### config.mk
export PLATFORM = sky130hd
export DESIGN_NAME = uart_fifo_cpu
export DESIGN_NICKNAME = d
export VERILOG_FILES = /design/src/rtl/uart_fifo_cpu.sv
export SDC_FILE = /design/constraint.sdc
export NUM_CORES = 1
export LEC_CHECK = 0
export BUFFER_PORTS_ARGS = -buffer_cell sky130_fd_sc_hd__buf_2
export CORE_ASPECT_RATIO = 1.2
export CORE_MARGIN = 4
export CORE_UTILIZATION = 37
export DETAILED_ROUTE_END_ITERATION = 7
export PLACE_DENSITY = 0.62
export SYNTH_ARGS = -nofsm -noshare
export SYNTH_HDL_FRONTEND = slang
export SYNTH_HIERARCHICAL = 1
export SYNTH_SLANG_ARGS = --single-unit
### constraint.sdc
create_clock -name clk_i -period 3.7 [get_ports clk_i]
set_clock_uncertainty 0.1 [all_clocks]
set_input_delay 0.37 -clock clk_i [delete_from_list [all_inputs] [get_ports clk_i]]
set_output_delay 0.37 -clock clk_i [all_outputs]
set_load 0.01 [all_outputs]
### src/rtl/uart_fifo_cpu.sv
// UART with TX/RX byte FIFOs behind a six-register CPU window.
// Holds the FIFO, the 16x-oversampling UART core and the bus/sequencing top.

module uart_fifo_sync #(
  parameter int Depth = 16
) (
  input  logic                    clk,
  input  logic                    rst,
  input  logic                    flush,
  input  logic                    push,
  input  logic                    pop,
  input  logic [7:0]              wdata,
  output logic [7:0]              rdata,
  output logic [$clog2(Depth):0]  count,
  output logic                    full
);
  localparam int Aw = $clog2(Depth);

  logic [7:0]  mem [Depth];
  logic [Aw:0] wptr, rptr;
  logic        empty, do_push, do_pop;

  assign empty   = (wptr == rptr);
  assign full    = (wptr[Aw] != rptr[Aw]) && (wptr[Aw-1:0] == rptr[Aw-1:0]);
  assign count   = wptr - rptr;
  assign do_pop  = pop && !empty;
  // a full FIFO still takes a byte when the head leaves in the same cycle
  assign do_push = push && (!full || do_pop);
  assign rdata   = empty ? 8'h00 : mem[rptr[Aw-1:0]];

  always_ff @(posedge clk) begin
    if (rst || flush) begin
      wptr <= '0;
      rptr <= '0;
    end else begin
      if (do_push) wptr <= wptr + (Aw+1)'(1);
      if (do_pop)  rptr <= rptr + (Aw+1)'(1);
    end
  end

  always_ff @(posedge clk) begin
    if (do_push && !flush) mem[wptr[Aw-1:0]] <= wdata;
  end
endmodule

module uart_core #(
  parameter int ClkHz = 0,
  parameter int Baud  = 0
) (
  input  logic       clk,
  input  logic       rst,
  input  logic [7:0] tx_data,
  input  logic       tx_valid,
  output logic       tx_ready,
  output logic       tx_line,
  input  logic       rx_line,
  output logic [7:0] rx_data,
  output logic       rx_valid
);
  localparam int BaudX16 = (Baud > 0) ? Baud * 16 : 1;
  localparam int OsDiv   = ((ClkHz / BaudX16) > 1) ? (ClkHz / BaudX16) : 1;

  logic [31:0] os_cnt;
  logic        os_tick;
  logic        tx_busy, rx_busy, rx_deb;
  logic [8:0]  tx_shift;
  logic [3:0]  tx_bits, tx_ticks, rx_idx, rx_ticks;
  logic [2:0]  rx_pipe;
  logic [7:0]  rx_shift;

  assign os_tick  = (os_cnt == 32'd0);
  assign tx_ready = !tx_busy;
  assign rx_data  = rx_shift;

  always_ff @(posedge clk) begin
    if (rst || os_tick) os_cnt <= 32'(OsDiv - 1);
    else                os_cnt <= os_cnt - 32'd1;
  end

  always_ff @(posedge clk) begin
    if (rst) begin
      tx_busy  <= 1'b0;
      tx_line  <= 1'b1;
      tx_shift <= '0;
      tx_bits  <= '0;
      tx_ticks <= '0;
    end else if (!tx_busy) begin
      if (tx_valid) begin
        tx_busy  <= 1'b1;
        tx_line  <= 1'b0;
        tx_shift <= {1'b1, tx_data};
        tx_bits  <= 4'd9;
        tx_ticks <= 4'd15;
      end
    end else if (os_tick) begin
      if (tx_ticks != 4'd0) begin
        tx_ticks <= tx_ticks - 4'd1;
      end else if (tx_bits == 4'd0) begin
        tx_busy <= 1'b0;
        tx_line <= 1'b1;
      end else begin
        tx_line  <= tx_shift[0];
        tx_shift <= {1'b0, tx_shift[8:1]};
        tx_bits  <= tx_bits - 4'd1;
        tx_ticks <= 4'd15;
      end
    end
  end

  // two-flop synchroniser, then the line only changes once two samples agree
  always_ff @(posedge clk) begin
    if (rst) begin
      rx_pipe <= 3'b111;
      rx_deb  <= 1'b1;
    end else begin
      rx_pipe <= {rx_pipe[1:0], rx_line};
      if (rx_pipe[2] == rx_pipe[1]) rx_deb <= rx_pipe[2];
    end
  end

  always_ff @(posedge clk) begin
    if (rst) begin
      rx_busy  <= 1'b0;
      rx_idx   <= '0;
      rx_ticks <= '0;
      rx_shift <= '0;
      rx_valid <= 1'b0;
    end else begin
      rx_valid <= 1'b0;
      if (!rx_busy) begin
        if (!rx_deb) begin
          rx_busy  <= 1'b1;
          rx_idx   <= '0;
          rx_ticks <= 4'd7;
        end
      end else if (os_tick) begin
        if (rx_ticks != 4'd0) begin
          rx_ticks <= rx_ticks - 4'd1;
        end else begin
          rx_ticks <= 4'd15;
          rx_idx   <= rx_idx + 4'd1;
          if (rx_idx == 4'd0) begin
            if (rx_deb) rx_busy <= 1'b0;
          end else if (rx_idx == 4'd9) begin
            rx_busy  <= 1'b0;
            rx_valid <= rx_deb;
          end else begin
            rx_shift <= {rx_deb, rx_shift[7:1]};
          end
        end
      end
    end
  end
endmodule

module uart_fifo_cpu #(
  parameter int BaseAddress     = 0,
  parameter int Address_Wording = 1,
  parameter int FPGAClkSpeed    = 0,
  parameter int UARTBaudRate    = 0,
  parameter int TxDepth         = 16,
  parameter int RxDepth         = 64
) (
  input  logic        clk_i,
  input  logic        reset_i,
  input  logic [15:0] address_i,
  input  logic [7:0]  data_i,
  input  logic        rd_wr_i,
  output logic [7:0]  data_o,
  output logic        take_controlr_o,
  output logic        take_controlw_o,
  output logic        uart_tx_o,
  input  logic        uart_rx_i,
  output logic        irq_o
);
  // state     | meaning
  // IDLE      | waiting for a queued byte and a ready core
  // ISSUE     | data-valid to the core for one cycle
  // WAIT_BUSY | waiting for the core to accept (ready low)
  // WAIT_DONE | frame on the line, waiting for ready again
  typedef enum logic [1:0] {IDLE, ISSUE, WAIT_BUSY, WAIT_DONE} tx_state_t;

  function automatic logic [15:0] reg_addr(input int k);
    return 16'(BaseAddress + k * Address_Wording);
  endfunction

  tx_state_t state, state_nx;

  logic hit_txd, hit_rxd, hit_stat, hit_ctrl, hit_cnt, hit_thr;
  logic rd_hit, wr_hit, rxd_rd, rxd_rd_q, rx_pop, ctrl_wr, rx_flush, tx_flush;
  logic tx_push, tx_pop, tx_full, tx_empty, tx_idle, tx_drop;
  logic rx_full, rx_empty, rx_drop;
  logic core_valid, core_ready, core_rx_valid;
  logic rx_irq_en, tx_irq_en, rx_overrun, tx_overflow, irq_nx;
  logic [7:0] tx_head, tx_hold, rx_head, core_rx_data, rx_thresh, thr_eff;
  logic [7:0] status, rd_mux, rx_count_sat;
  logic [$clog2(TxDepth):0] tx_count;
  logic [$clog2(RxDepth):0] rx_count;

  assign hit_txd  = (address_i == reg_addr(0));
  assign hit_rxd  = (address_i == reg_addr(1));
  assign hit_stat = (address_i == reg_addr(2));
  assign hit_ctrl = (address_i == reg_addr(3));
  assign hit_cnt  = (address_i == reg_addr(4));
  assign hit_thr  = (address_i == reg_addr(5));

  assign rd_hit   = !rd_wr_i && (hit_rxd || hit_stat || hit_ctrl || hit_cnt || hit_thr);
  assign wr_hit   = rd_wr_i && (hit_txd || hit_ctrl || hit_thr);
  assign rxd_rd   = !rd_wr_i && hit_rxd;
  assign rx_pop   = rxd_rd && !rxd_rd_q;
  assign ctrl_wr  = rd_wr_i && hit_ctrl;
  assign rx_flush = ctrl_wr && data_i[2];
  assign tx_flush = ctrl_wr && data_i[3];
  assign tx_push  = rd_wr_i && hit_txd;

  assign tx_empty = (tx_count == '0);
  assign rx_empty = (rx_count == '0);
  assign tx_idle  = tx_empty && (state == IDLE) && core_ready;
  assign tx_drop  = tx_push && tx_full && !tx_pop && !tx_flush;
  assign rx_drop  = core_rx_valid && rx_full && !rx_pop && !rx_flush;

  assign thr_eff      = (rx_thresh == 8'd0) ? 8'd1 : rx_thresh;
  assign rx_count_sat = (32'(rx_count) > 32'd255) ? 8'hFF : 8'(rx_count);
  assign irq_nx = (rx_irq_en && (32'(rx_count) >= 32'(thr_eff))) || (tx_irq_en && tx_idle);
  assign status = {irq_o, tx_overflow, rx_overrun, tx_idle, tx_full, tx_empty, rx_full, rx_empty};

  uart_fifo_sync #(.Depth(TxDepth)) u_tx_fifo (
    .clk(clk_i), .rst(reset_i), .flush(tx_flush), .push(tx_push), .pop(tx_pop),
    .wdata(data_i), .rdata(tx_head), .count(tx_count), .full(tx_full)
  );

  uart_fifo_sync #(.Depth(RxDepth)) u_rx_fifo (
    .clk(clk_i), .rst(reset_i), .flush(rx_flush), .push(core_rx_valid), .pop(rx_pop),
    .wdata(core_rx_data), .rdata(rx_head), .count(rx_count), .full(rx_full)
  );

  uart_core #(.ClkHz(FPGAClkSpeed), .Baud(UARTBaudRate)) u_core (
    .clk(clk_i), .rst(reset_i),
    .tx_data(tx_hold), .tx_valid(core_valid), .tx_ready(core_ready), .tx_line(uart_tx_o),
    .rx_line(uart_rx_i), .rx_data(core_rx_data), .rx_valid(core_rx_valid)
  );

  always_ff @(posedge clk_i) begin
    if (reset_i) begin
      state   <= IDLE;
      tx_hold <= 8'h00;
    end else begin
      state <= state_nx;
      if (tx_pop) tx_hold <= tx_head;
    end
  end

  always_comb begin
    state_nx   = state;
    tx_pop     = 1'b0;
    core_valid = 1'b0;
    case (state)
      IDLE: begin
        if (!tx_empty && core_ready && !tx_flush) begin
          tx_pop   = 1'b1;
          state_nx = ISSUE;
        end
      end
      ISSUE: begin
        core_valid = 1'b1;
        state_nx   = WAIT_BUSY;
      end
      WAIT_BUSY: if (!core_ready) state_nx = WAIT_DONE;
      WAIT_DONE: if (core_ready)  state_nx = IDLE;
      default:   state_nx = IDLE;
    endcase
  end

  always_ff @(posedge clk_i) begin
    if (reset_i) begin
      rx_irq_en   <= 1'b0;
      tx_irq_en   <= 1'b0;
      rx_overrun  <= 1'b0;
      tx_overflow <= 1'b0;
      rx_thresh   <= 8'd1;
    end else begin
      if (ctrl_wr) begin
        rx_irq_en <= data_i[0];
        tx_irq_en <= data_i[1];
        if (data_i[5]) rx_overrun  <= 1'b0;
        if (data_i[6]) tx_overflow <= 1'b0;
      end
      if (rx_drop) rx_overrun  <= 1'b1;
      if (tx_drop) tx_overflow <= 1'b1;
      if (rd_wr_i && hit_thr) rx_thresh <= data_i;
    end
  end

  always_comb begin
    rd_mux = 8'h00;
    if (hit_stat)      rd_mux = status;
    else if (hit_ctrl) rd_mux = {6'b0, tx_irq_en, rx_irq_en};
    else if (hit_cnt)  rd_mux = rx_count_sat;
    else if (hit_thr)  rd_mux = rx_thresh;
  end

  always_ff @(posedge clk_i) begin
    if (reset_i) begin
      data_o          <= 8'h00;
      take_controlr_o <= 1'b0;
      take_controlw_o <= 1'b0;
      rxd_rd_q        <= 1'b0;
      irq_o           <= 1'b0;
    end else begin
      take_controlr_o <= rd_hit;
      take_controlw_o <= wr_hit;
      rxd_rd_q        <= rxd_rd;
      irq_o           <= irq_nx;
      // a held RXDATA read keeps showing the byte popped on its first cycle
      if (!rd_hit)      data_o <= 8'h00;
      else if (hit_rxd) begin
        if (rx_pop) data_o <= rx_head;
      end else          data_o <= rd_mux;
    end
  end
endmodule

==> results.toml, run 1 <==
[place]
portBuffers = 39
place_area_sq_mm = 0.0345
gp_congestion = 0.843
place_ws_ns = 0.233
hpwl_mm = 50.4

[timing]
rsz0062_at_grt = "no"
timing.fmax_mhz = 291
worst_pin_slew_ns = 1.16
tns_ns = 0
setup_violations = 0
hold_viol = 0
period_share_pct = 93.0
hold_slack_ns = 0.0728
final_max_slew_viol_count = 0
fin_crit_ns = 3.44
slew_headroom_pct = 22.9
setup_slack_ns = 0.260

[die]
initial_core_util_pct = 37.4
ios = 40
placementRows = 118
dieArea_sq_mm = 0.0922
fp.coreArea_sq_mm = 0.0865
die_w_um = 278
die_h_um = 332

[clocking]
cts_tree = "built"
h-tree-depth = 3
clockBufferDepth = 3
cts_setup_buffers = 0
cts_buffers = 79
clockRootBuffer = "clkbuf_16"
clkSinkCount = 781
clk_latency_ns = 0.63
clk_pin_slew_ns = 0.06

[finish]
drive_gt1_share_pct = 22.5
finalNetCount = 2221
fin_area_sq_mm = 0.0370
diodes = 0
syn2layout_area_growth_pct = 14.5

[routing]
firstDrtPassIters = 5
vias = 18342
antenna_left = 0
routed_wl_mm = 76.9
drtIter0Drc = 1769
drc = 0
viasPerCell = 5.47
wl_per_cell_um = 22.9

[flow_run]
drv_cap = 0

[synthesis]
async_reset_ff_share_pct = 0
synth_area_sq_mm = 0.0323
synth-edff-count = 640
ys_seq_area_share_pct = 68.2
yosys_register_bits = 781
ys_types = 97
ys.flop_type = "edfxtp_1"
synthCells = 2006
synth.net_count = 2072
synth_warnings = 6
syn_area_per_cell_sq_um = 16.1

[worst_setup_path]
cp-start-kind = "flop"
cp_max_fo = 8
critPathRequiredTime_ns = 3.93
cp.arrival_ns = 3.68
cp-end-kind = "flop"
path_class = "reg -> reg"

[pwr]
clkPwrFrac_pct = 44.2
swShare_pct = 20.5
p_comb_share_pct = 2.5
p_sw_mw = 3.63
p_per_area_mw_per_mm2 = 479
p_leak_nw = 12.1
p_int_mw = 14.1
pwr-share-seq_pct = 53.3
ir_worst_vdd_uv = 370

[grt]
grt.overflow.total = 0
antenna_found_initial = 0
grt_max_degree = 53
grt_pass1_wl_mm = 118
grt_pass1_vias = 18711
grtUsageTotal_pct = 16.5

[run_status]
status = "finished, final reports clean"

[hold_path]
hold_path_class = "in -> reg"
[final timing paths]
kind                                             to               from  slack, ns  cells after the start
worst min register to register    u_core/rx_pipe[1]  u_core/rx_pipe[0]       0.31                      1
worst max-delay path            u_tx_fifo/mem[9][6]  u_tx_fifo/wptr[0]       0.26                     14
worst min-delay path                       rxd_rd_q            rd_wr_i       0.07                      3
worst max register to register  u_tx_fifo/mem[9][6]  u_tx_fifo/wptr[0]       0.26                     14
[critical path, cell delays in order, from the launching register on]
cell and delay [ns]:
dfxtp_1 0.39, inv_1 0.12, ha_1 0.24, fa_1 0.40, inv_1 0.07, a21o_1 0.11
a21oi_1 0.07, xnor2_1 0.14, nor2_1 0.09, a21bo_2 0.21, a41oi_2 0.23, o31ai_4 0.15
or3b_1 0.48, nor2_1 0.15, buf_4 0.18
[per-stage QoR]
stage	std cells	util, %	total power, mW
5_1_grt	3355	42.8	18.3
3_5_place_dp	3213	39.8	10.1
3_3_place_gp	3213	39.8	10.1
2_1_floorplan	2006	-	9.93
4_1_cts	3355	42.8	17.9
6_report	3355	42.8	17.7
[power by group through the flow]
stage	combinational [mW]	sequential, mW	clock [mW]
after floorplan	0.286	9.64	0
after global placement	0.422	9.65	0
after detailed placement	0.437	9.65	0
after CTS	0.439	9.46	8.00
after global routing	0.479	9.46	8.40
final	0.438	9.46	7.84
[logic make-up (layout without fill, tap and decap cells)]
kind of cell             after synthesis  count (layout)  share of synthesized area [%]
adder cells (fa/ha/maj)               38              38                           1.52
XOR/XNOR                              54              54                           1.51
flip-flops                           781             781                           68.2
multiplexers                         221             221                           13.0
AND/OR/NAND/NOR                      509             509                           8.03
AO/OA/AOI/OAI                        244             244                           5.29
buffers and inverters                159             368                           2.48
[sequential cells by signal (all words and copies together) (netlist names), 2 cells and up, named ones only]
name / cells
u_rx_fifo/mem: 512
u_tx_fifo/mem: 128
u_core/os_cnt: 32
u_core/tx_shift: 9
data_o: 8
rx_thresh: 8
tx_hold: 8
u_core/rx_data: 8
u_rx_fifo/rptr: 7
u_rx_fifo/wptr: 7
u_tx_fifo/rptr: 5
u_tx_fifo/wptr: 5
u_core/rx_idx: 4
u_core/rx_ticks: 4
u_core/tx_bits: 4
u_core/tx_ticks: 4
u_core/rx_pipe: 3
state: 2
[synthesized netlist by cell type (all sizes together) (18+ instances only)]
library cell / number / area (sq um)
edfxtp: 640 / 19200
mux2i: 52 / 521
nor2b: 33 / 206
a211oi: 36 / 270
buf: 72 / 474
nand2b: 19 / 119
nor2: 162 / 608
clkbuf: 38 / 143
nand4: 20 / 125
or3: 20 / 130
nor3: 66 / 340
xnor2: 36 / 330
inv: 48 / 180
o22ai: 23 / 144
mux4: 155 / 3520
nand2: 83 / 314
xor2: 18 / 158
o21ai: 38 / 198
ha: 36 / 450
dfxtp: 141 / 2820
nand3: 34 / 183
a21oi: 53 / 273
[layout by cell type, fill, tap and decap left out, types with 34 or more instances in the layout]
master,instances
nor3_1,64
a211oi_1,36
dfxtp_1,130
a21oi_1,51
nor2_1,162
ha_1,36
clkbuf_16,82
buf_2,39
edfxtp_1,640
mux2i_1,52
nand2_1,82
inv_1,46
buf_4,133
mux4_2,146
xnor2_1,34
[per-layer routing]
metal	wire (um)	track usage, %
met5	0	0
met4	1970	5.13
met3	4390	2.66
met2	38700	28.4
met1	31800	21.6
[timing repair]
| action | in CTS | in global routing |
|---|---|---|
| resized for setup | 0 | 0 |
| hold buffers | 1 | 0 |
| endpoints found under the hold margin | 1 | 0 |
[layout make-up]
| cell class | count | area (sq um) |
|---|---|---|
| clock inverters | 39 | 369 |
| fillers | 7615 | 49500 |
| clock buffers | 102 | 2170 |
| multi-input cells | 1066 | 9500 |
| flip-flops and latches | 781 | 22100 |
| inverters | 49 | 184 |
| well taps | 1140 | 1430 |
| repair buffers | 178 | 1300 |
Note: power is estimated with default switching activity, not from simulation.
==> run 2: changes to the inputs <==
--- a/config.mk
+++ b/config.mk
@@ -8,9 +8,9 @@
 export BUFFER_PORTS_ARGS = -buffer_cell sky130_fd_sc_hd__buf_2
 export CORE_ASPECT_RATIO = 1.2
 export CORE_MARGIN = 4
-export CORE_UTILIZATION = 37
+export CORE_UTILIZATION = 45
 export DETAILED_ROUTE_END_ITERATION = 7
-export PLACE_DENSITY = 0.62
+export PLACE_DENSITY = 0.71
 export SYNTH_ARGS = -nofsm -noshare
 export SYNTH_HDL_FRONTEND = slang
 export SYNTH_HIERARCHICAL = 1
==> run 2 against run 1 <==
  * First-iteration DRC count fell by 0.62%
  * Critical path depth did not move
  * Die area fell by 17%
  * Total power fell by 1.7%
  * Final cell count fell by 6.2%
  * Cell area fell by 0.77%
  * Non-clock buffer count rose by 7
  * Critical endpoint is now u_tx_fifo/mem[9][5]
  * Routed wire length fell by 4.4%
  * Hold slack got worse by 0.037 ns
  * Via count rose by 0.34%
  * Utilization rose by 8.9 points
==> results.toml, run 2 (synthesized netlist as in run 1, its figures left out) <==
[routing]
drc = 0
vias = 18405
firstDrtPassIters = 5
drtIter0Drc = 1758
antenna_left = 0
routed_wl_mm = 73.5
viasPerCell = 5.85
wl_per_cell_um = 23.4

[timing]
tns_ns = 0
final_max_slew_viol_count = 0
fin_crit_ns = 3.45
hold_viol = 0
period_share_pct = 93.3
hold_slack_ns = 0.0357
rsz0062_at_grt = "no"
worst_pin_slew_ns = 1.28
setup_violations = 0
timing.fmax_mhz = 290
slew_headroom_pct = 14.4

[die]
die_h_um = 302
dieArea_sq_mm = 0.0762
fp.coreArea_sq_mm = 0.0711
initial_core_util_pct = 45.5
die_w_um = 253
ios = 40
placementRows = 107

[clocking]
h-tree-depth = 3
cts_buffers = 76
clkSinkCount = 781
clk_pin_slew_ns = 0.06
clockBufferDepth = 3
cts_resized = 0
cts_tree = "built"
clockRootBuffer = "clkbuf_16"
clk_latency_ns = 0.64

[worst_setup_path]
cp-start-kind = "flop"
cpPeakStageDelay_ns = 0.48
cp_slowest_cell = "or3b_1"
cp.arrival_ns = 3.68
cp_max_fo = 8
worstPathCellList = "inv_1 -> ha_1 -> fa_1 -> inv_1 -> a21o_1 -> a21oi_1 -> xnor2_1 -> nor2_1 -> a21bo_2 -> a41oi_2 -> o31ai_4 -> or3b_1 -> nor2_1 -> buf_4"
cp-end-kind = "flop"
critPathRequiredTime_ns = 3.93
path_class = "reg -> reg"

[place]
gp_congestion = 0.896
place_area_sq_mm = 0.0342
hpwl_mm = 47.9
portBuffers = 39

[pwr]
swShare_pct = 20.5
power_mw = 17.4
p_leak_nw = 12.1
p_sw_mw = 3.57
pwr-share-seq_pct = 54.3
p_per_area_mw_per_mm2 = 475
p_int_mw = 13.9
ir_worst_vdd_uv = 315
p_comb_share_pct = 2.4
clkPwrFrac_pct = 43.3

[finish]
drive_gt1_share_pct = 23.0
final_cell_mix = "edfxtp_1, nor2_1, mux4_2"
fin_area_sq_mm = 0.0367
finalNetCount = 2225
syn2layout_area_growth_pct = 13.6
diodes = 0
multi_input_comb_area_sq_mm = 0.00950
fillers = 5634
ff_latch_area_sq_mm = 0.0221
largest_reg_flops = 512
layout_commonest_cell = "edfxtp_1"
utilization_pct = 51.7

[grt]
grtUsageTotal_pct = 19.3
antenna_found_initial = 0
grt.overflow.total = 0
grt_max_degree = 67
grt_pass1_vias = 18602
grt_pass1_wl_mm = 113

[flow_run]
drv_cap = 0

[run_status]
status = "finished, final reports clean"

[hold_path]
hold_path_class = "in -> reg"
-- run 2: changes by cell type in the layout (fill, tap and decap cells not counted), sizes merged --
cell and change:
buf +7, bufinv -1, clkbuf -2, clkinv +1, clkinvlp +3, inv -3
-- run 2: power groups by stage --
stage          sequential [mW]  clock [mW]  combinational (mW)
6_report                  9.47        7.55               0.411
4_1_cts                   9.47        7.72               0.411
5_1_grt                   9.47        8.10               0.456
3_5_place_dp              9.66           0               0.409
2_1_floorplan             9.64           0               0.286
3_3_place_gp              9.65           0               0.396
-- run 2: worst paths after layout --
check	from	endpoint	slack, ns	cells after the start
hold reg to reg	u_core/rx_pipe[0]	u_core/rx_pipe[1]	0.31	1
setup / recovery	u_tx_fifo/wptr[0]	u_tx_fifo/mem[9][5]	0.25	14
hold / removal	rd_wr_i	rxd_rd_q	0.04	3
setup reg to reg	u_tx_fifo/wptr[0]	u_tx_fifo/mem[9][5]	0.25	14
-- run 2: stage by stage --
stage	worst slack [ns]	cells
3_5_place_dp	0.278	3006
4_1_cts	0.259	3146
3_3_place_gp	0.316	3006
5_1_grt	0.0157	3146
2_1_floorplan	0.190	2006
6_report	0.249	3146
-- run 2: critical path: cells and delay by family (launching register included) --
kind            cells  cell delay [ns]
buf+inv             3             0.38
compound gates      5             0.77
xor+xnor            1             0.14
fa+ha+maj           2             0.66
simple gates        3             0.72
flops               1             0.39
-- run 2: cell type report --
cell class	count	share of cell area (%)
Clock buffer	100	5.62
Clock inverter	39	1.09
Inverter	49	0.501
Multi-Input combinational cell	1066	25.9
Sequential cell	781	60.1
Tap cell	926	3.16
Timing Repair Buffer	185	3.69
-- run 2: repair_timing --
item / CTS / global route
buffers inserted: 0 / 0
hold buffers: 1 / 0
endpoints found under the hold margin: 1 / 0
-- run 2: metal layers --
metal  track usage (%)  vias up  wire length [um]
li1                  -     8192                 -
met1              25.5     9387             29400
met2              32.8      709             37100
met3              3.57      117              5150
met4              6.00        0              1820
met5                 0        -                 0
